File: src/rtl/tdm_chan_mux.sv
// tdm_chan_mux: registered N:1 channel multiplexer with a valid/ready output
// stream. Manual mode loads the selected channel. Auto mode scans the enabled
// channels in round-robin order, starting from a scan pointer. Each output
// word carries the index of the channel it came from.
module tdm_chan_mux #(
    parameter int NUM_CH = 8,
    parameter int DATA_W = 8,
    parameter int SEL_W  = $clog2(NUM_CH)
) (
    input  logic                     clk,
    input  logic                     rst,
    input  logic                     en,
    input  logic                     mode,
    input  logic [SEL_W-1:0]         sel,
    input  logic [NUM_CH-1:0]        ch_mask,
    input  logic [NUM_CH*DATA_W-1:0] din,
    output logic [DATA_W-1:0]        out_data,
    output logic [SEL_W-1:0]         out_ch,
    output logic                     out_valid,
    input  logic                     out_ready,
    output logic                     sel_err
);

    localparam logic [SEL_W-1:0] LAST_CH  = SEL_W'(NUM_CH - 1);
    localparam logic [SEL_W:0]   NUM_CH_X = (SEL_W + 1)'(NUM_CH);

    logic [DATA_W-1:0] out_data_reg;
    logic [SEL_W-1:0]  out_ch_reg;
    logic              out_valid_reg;
    logic              sel_err_reg;
    logic [SEL_W-1:0]  ptr_reg;
    logic [SEL_W-1:0]  ptr_next;

    logic [DATA_W-1:0] ch_word [NUM_CH];
    logic [NUM_CH-1:0] sel_hit;
    logic              sel_ok;
    logic              can_load;
    logic              load_go;
    logic [SEL_W-1:0]  load_ch;
    logic              scan_found;
    logic [SEL_W-1:0]  scan_ch;
    logic [SEL_W:0]    cand;

    // Unpack the channel words and decode the manual select against the mask.
    // A select beyond the last channel matches no entry, so it can never
    // address a channel that does not exist.
    generate
        for (genvar gi = 0; gi < NUM_CH; gi++) begin : g_ch
            assign ch_word[gi] = din[gi*DATA_W +: DATA_W];
            assign sel_hit[gi] = (sel == SEL_W'(gi)) && ch_mask[gi];
        end
    endgenerate

    assign sel_ok = |sel_hit;

    // Round-robin search: walk the offsets from the far end back to zero so
    // that the last hit written is the first eligible channel at or after ptr.
    always_comb begin
        scan_found = 1'b0;
        scan_ch    = ptr_reg;
        cand       = '0;
        for (int i = NUM_CH - 1; i >= 0; i--) begin
            cand = {1'b0, ptr_reg} + (SEL_W + 1)'(i);
            if (cand >= NUM_CH_X) begin
                cand = cand - NUM_CH_X;
            end
            if (ch_mask[cand[SEL_W-1:0]]) begin
                scan_found = 1'b1;
                scan_ch    = cand[SEL_W-1:0];
            end
        end
    end

    // A new word may enter only when the output register is empty or its
    // word is being taken in this same cycle.
    assign can_load = en && (!out_valid_reg || out_ready);
    assign load_go  = can_load && (mode ? scan_found : sel_ok);
    assign load_ch  = mode ? scan_ch : sel;
    assign ptr_next = (scan_ch == LAST_CH) ? '0 : scan_ch + SEL_W'(1);

    // Output register, scan pointer and select-error pulse.
    always_ff @(posedge clk) begin
        if (rst) begin
            out_data_reg  <= '0;
            out_ch_reg    <= '0;
            out_valid_reg <= 1'b0;
            sel_err_reg   <= 1'b0;
            ptr_reg       <= '0;
        end else begin
            sel_err_reg <= can_load && !mode && !sel_ok;
            if (load_go) begin
                out_data_reg  <= ch_word[load_ch];
                out_ch_reg    <= load_ch;
                out_valid_reg <= 1'b1;
            end else if (out_ready) begin
                out_valid_reg <= 1'b0;
            end
            if (can_load && mode && scan_found) begin
                ptr_reg <= ptr_next;
            end
        end
    end

    assign out_data  = out_data_reg;
    assign out_ch    = out_ch_reg;
    assign out_valid = out_valid_reg;
    assign sel_err   = sel_err_reg;

endmodule

File: config.mk
export PLATFORM = sky130hd
export DESIGN_NAME = tdm_chan_mux
export DESIGN_NICKNAME = d
export VERILOG_FILES = /design/src/rtl/tdm_chan_mux.sv
export SDC_FILE = /design/constraint.sdc
export NUM_CORES = 1
export LEC_CHECK = 0
export ABC_AREA = 0
export CAP_MARGIN = 40
export CORE_UTILIZATION = 40
export CTS_BUF_LIST = sky130_fd_sc_hd__clkbuf_16
export DETAILED_ROUTE_END_ITERATION = 10
export PLACE_DENSITY = 0.69
export SLEW_MARGIN = 20
export SYNTH_ARGS = -nofsm -noshare
export SYNTH_HDL_FRONTEND = slang
export SYNTH_SLANG_ARGS = --single-unit
File: constraint.sdc
create_clock -name clk -period 3.3 [get_ports clk]
set_input_delay 0.99 -clock clk [delete_from_list [all_inputs] [get_ports clk]]
set_output_delay 0.99 -clock clk [all_outputs]
set_load 0.05 [all_outputs]
==> run summary <==
Grouping stages by cell kind, the critical path spends the most delay in multiplexers. The total inserted antenna cells came out at 0. The clock period minus worst slack came out at 3.39 ns. The arrival time reported for the critical path endpoint is 3.56 ns. The chip width came out at around 90 um. The final setup skew came out at around 0.0044 ns. The global route total overflow is 0.

Setup repair after global routing could not meet its margin everywhere. In this run, distinct cell masters in the synthesized netlist total 53. The number of flip-flops in the largest register is 8. The total die area came out at between 8000 and 9000 sq um.

The critical path class is input pin to flip-flop. The max-slew violation total from the final report came out at 0. The basic-gate share of the synthesized area counting and, or, nand and nor cells is roughly 14%. The async set-reset flop share out of synthesis is 0%.

After clock tree synthesis, the clock-pin slew on the worst setup and hold paths is about 0.050 ns. After routing the design area is ~5500 sq um. Dividing the final minimum period by the clock period gives 103%. The flow ran to the end, but the final reports show violations. The compound-gate portion of the synthesized area is roughly a quarter. Setup slack on the worst reg-to-reg path comes out at -0.02 ns. The register cell area after layout came out at approximately 320 sq um.

The nature of the critical path endpoint is a flip-flop. The final total negative setup slack came out at -0.407 ns. Timing would allow up to about 300 MHz.

The maximum count of clock buffers along a single path is 2. The launch point of the worst hold path is out_ch[0]. The critical path goes through buf_8 -> buf_4 -> mux4_2 -> mux2i_2 -> a21boi_4 -> or2_4 -> mux2i_4 -> buf_4 -> buf_12 -> a221oi_2 -> mux2i_1 -> o211ai_1 -> o22ai_1.

The maximum number of pins on one net before global-route repair came out at 55. The number of buffers and inverters on the critical path is 4. The half-perimeter wire length after placement came out at 8.29 mm. The routed length per instance is around 19 um.

During synthesis, Yosys emitted a total of 0 warnings. The initial antenna violation count came out at 0. The number of global-route vias before repair is between 3000 and 4000.

The slowest stage of the critical path belongs to the cell mux4_2. The final reports fail on negative setup slack. The total area inside the core boundary comes to roughly 7800 sq um. Once layout is complete, the utilization of the core stands at a little over two thirds. In this run, CTS created clock tree buffers numbering 3. The final-layout fill cell count is 577.

just over 90 I/O pins were placed. The share of cell area taken by muxes after synthesis is 41.8%. For this design the static power due to leakage is around 2.2 nW. The power per standard cell area came out at slightly above 700 nW/um^2.

The final worst setup slack is -0.0876 ns. The fraction of synthesized cell area in xor and xnor cells is under 10%. The library cell used most frequently in the layout, excluding fill and tap cells, is clkdlybuf4s50_1.

The tree is rooted in a clkbuf_16. The CTS H-tree depth came out at 1. The area added between synthesis and finish is 67.0%. The congestion estimate from routability-driven global placement came to 0.931. The vertical extent of the die is 92.6 um. The TritonCTS clock tree is done. The global-route wire length before repair is about 18 mm.

Averaged over all synthesized cells, the footprint is approximately 8.2 sq um. The class of the tightest hold or removal check is flip-flop to flip-flop. The post-route netlist has ~38% of its cells at a drive strength greater than 1. The worst pin sits at a relative slew slack of between 60% and 70%. The post-route antenna net violation count came out at 0.

The count of routing violations after the opening detailed-route iteration came out at about 240. The proportion of synthesized chip area in sequential cells is around a tenth. After synthesis, the largest family of logic cells by area is multiplexers.

The number of placement rows is 32. The detailed router placed around 4000 vias in this run. Hold repair after CTS inserted 0 buffers.

The power consumption is roughly 0.004 W. Once the floorplan was initialized, standard cells occupied about two fifths of the core. The library cells used most frequently in the layout, excluding fill and tap cells, are clkdlybuf4s50_1, buf_4, mux2i_1. By instance count, the cell type seen most on the critical path is buf_4. The count of flip-flops with a built-in enable after synthesis is 0. The length of the first detailed-routing pass in iterations is 5. The hold violation total from the final report is 0. The transition time at the pin with the least slew margin came out at between 0.5 and 0.6 ns. The net count of the mapped netlist came out at 483. The number of storage elements in the synthesis netlist came out at 16. The remaining design rule violation count is 0. STA puts the critical path data required time at around 3.5 ns.

Setup violations remaining at the end of the flow were counted as 8. The delay of the slowest cell on the worst path is between 0.4 and 0.5 ns. The max-capacitance violation count is 0. The sort of element at the start of the critical path is an input pin. The multi-input combinational cells in the finished layout cover a total of roughly 3100 sq um. Along the worst path, the maximum fanout reaches 6. The final wirelength came out at around 12 mm. In the global route stage, overall resource usage came out at between 20 and 30%. The critical path starts at ch_mask[5]. The net count of the finished layout is about 630. Input and output buffers added on the ports amount to a little over 90. The number of cells produced by synthesis came out at ~400. Clock latency on the worst-skew pair, taken at its later pin, is 0.25 ns.

The maximum vdd drop is about 310 uV. The post-synthesis instance area came out at between 3000 and 4000 sq um. The worst hold margin is slightly below 0.5 ns. The startpoint identified for the worst register-to-register timing path is ptr_reg[1]. Of the total synthesized cell area, the portion taken by full adders, half adders and majority gates is 1.52%.

The per-cell via count in the routed design is 6.15. Summing all placed instances gives a cell area of 4700 sq um. The total clock sinks is 16.

The prevailing post-synth register cell is dfxtp_1.
[cells by family (layout without fill, tap and decap cells)]
group	count (synthesis)	after routing
simple gates	97	97
mux	114	114
buf+inv	53	202
fa+ha+maj	4	4
compound gates	111	111
flops	16	16
xor+xnor	4	4
[path summary, 6_finish.rpt]
| path | to | cells past startpoint |
|---|---|---|
| worst min register to register | out_ch[0] | 2 |
| worst max-delay path | out_data[4] | 13 |
| worst min-delay path | out_ch[0] | 2 |
| worst max register to register | out_data[5] | 16 |
[where the power goes]
group,internal [W],leakage (nW),switching [W]
sequential,0.000237,0.132,0.0000375
clock,0.000161,0.0385,0.0000853
combinational,0.00183,2.00,0.00161
total,0.00223,2.17,0.00174
[synth_stat cells (2+ instances only)]
| master | count | area [sq um] |
|---|---|---|
| o211ai_1 | 7 | 52.6 |
| a221oi_1 | 26 | 228 |
| o221ai_1 | 2 | 17.5 |
| nand2b_1 | 10 | 62.6 |
| clkbuf_1 | 23 | 86.3 |
| o2bb2ai_1 | 2 | 17.5 |
| or2_1 | 2 | 12.5 |
| o21ai_1 | 3 | 15.0 |
| buf_2 | 14 | 70.1 |
| o21bai_1 | 2 | 15.0 |
| or3_1 | 2 | 12.5 |
| buf_4 | 2 | 15.0 |
| mux2i_1 | 65 | 651 |
| nor2_1 | 17 | 63.8 |
| mux4_2 | 15 | 338 |
| buf_1 | 3 | 11.3 |
| o21ai_0 | 8 | 40.0 |
| nand2_1 | 41 | 154 |
| mux2_1 | 4 | 45.0 |
| mux2_2 | 30 | 338 |
| a21o_1 | 2 | 15.0 |
| nor4_1 | 2 | 12.5 |
| inv_1 | 9 | 33.8 |
| a21oi_1 | 11 | 55.1 |
| nand3b_1 | 6 | 45.0 |
| xnor2_1 | 3 | 26.3 |
| a211o_1 | 2 | 17.5 |
| nand3_1 | 10 | 50.1 |
| a22oi_1 | 2 | 15.0 |
| dfxtp_1 | 16 | 320 |
| a211oi_1 | 2 | 15.0 |
| nor3_1 | 3 | 15.0 |
| ha_1 | 4 | 50.1 |
| o22ai_1 | 30 | 188 |
[what timing repair did]
item,4_1_cts,5_1_grt
cloned,0,5
pin swaps,12,21
gates resized for setup,77,55
buffers inserted,13,17
endpoints found under the setup margin,15,13
endpoints found under the hold margin,0,0
[area by class of cell]
| cell class | instances | area share (%) |
|---|---|---|
| Inverter | 10 | 0.730 |
| Clock buffer | 3 | 1.37 |
| Sequential cell | 16 | 5.91 |
| Clock inverter | 1 | 0.0685 |
| Tap cell | 102 | 2.33 |
| Multi-Input combinational cell | 330 | 56.2 |
| Timing Repair Buffer | 188 | 33.4 |
[metal layers]
metal,track usage [%],part of all wire [%],up-vias
met5,0,0,-
li1,-,-,1863
met2,44.0,50,198
met3,2.71,6.5,32
met4,5.60,2.3,0
met1,34.5,42,1903
[worst register-to-register path, stage by stage, from the launching register on]
cell and delay (ns):
dfxtp_1 0.34, inv_1 0.09, ha_4 0.31, buf_12 0.15, mux2i_4 0.26, mux2i_1 0.11, o221ai_2 0.19, buf_4 0.16
nand2b_4 0.07, or2_4 0.28, mux2i_4 0.23, buf_6 0.14, clkbuf_16 0.15, a221oi_2 0.28, mux2i_1 0.13, o211ai_1 0.18
o22ai_1 0.11
[metrics by stage]
stage	worst slack (ns)	cells
floorplan	-0.0156	399
global placement	-0.869	611
detailed placement	-1.03	611
CTS	-0.0150	628
global route	-0.229	650
finish	-0.0876	650
Note: power is estimated with default switching activity, not from simulation.
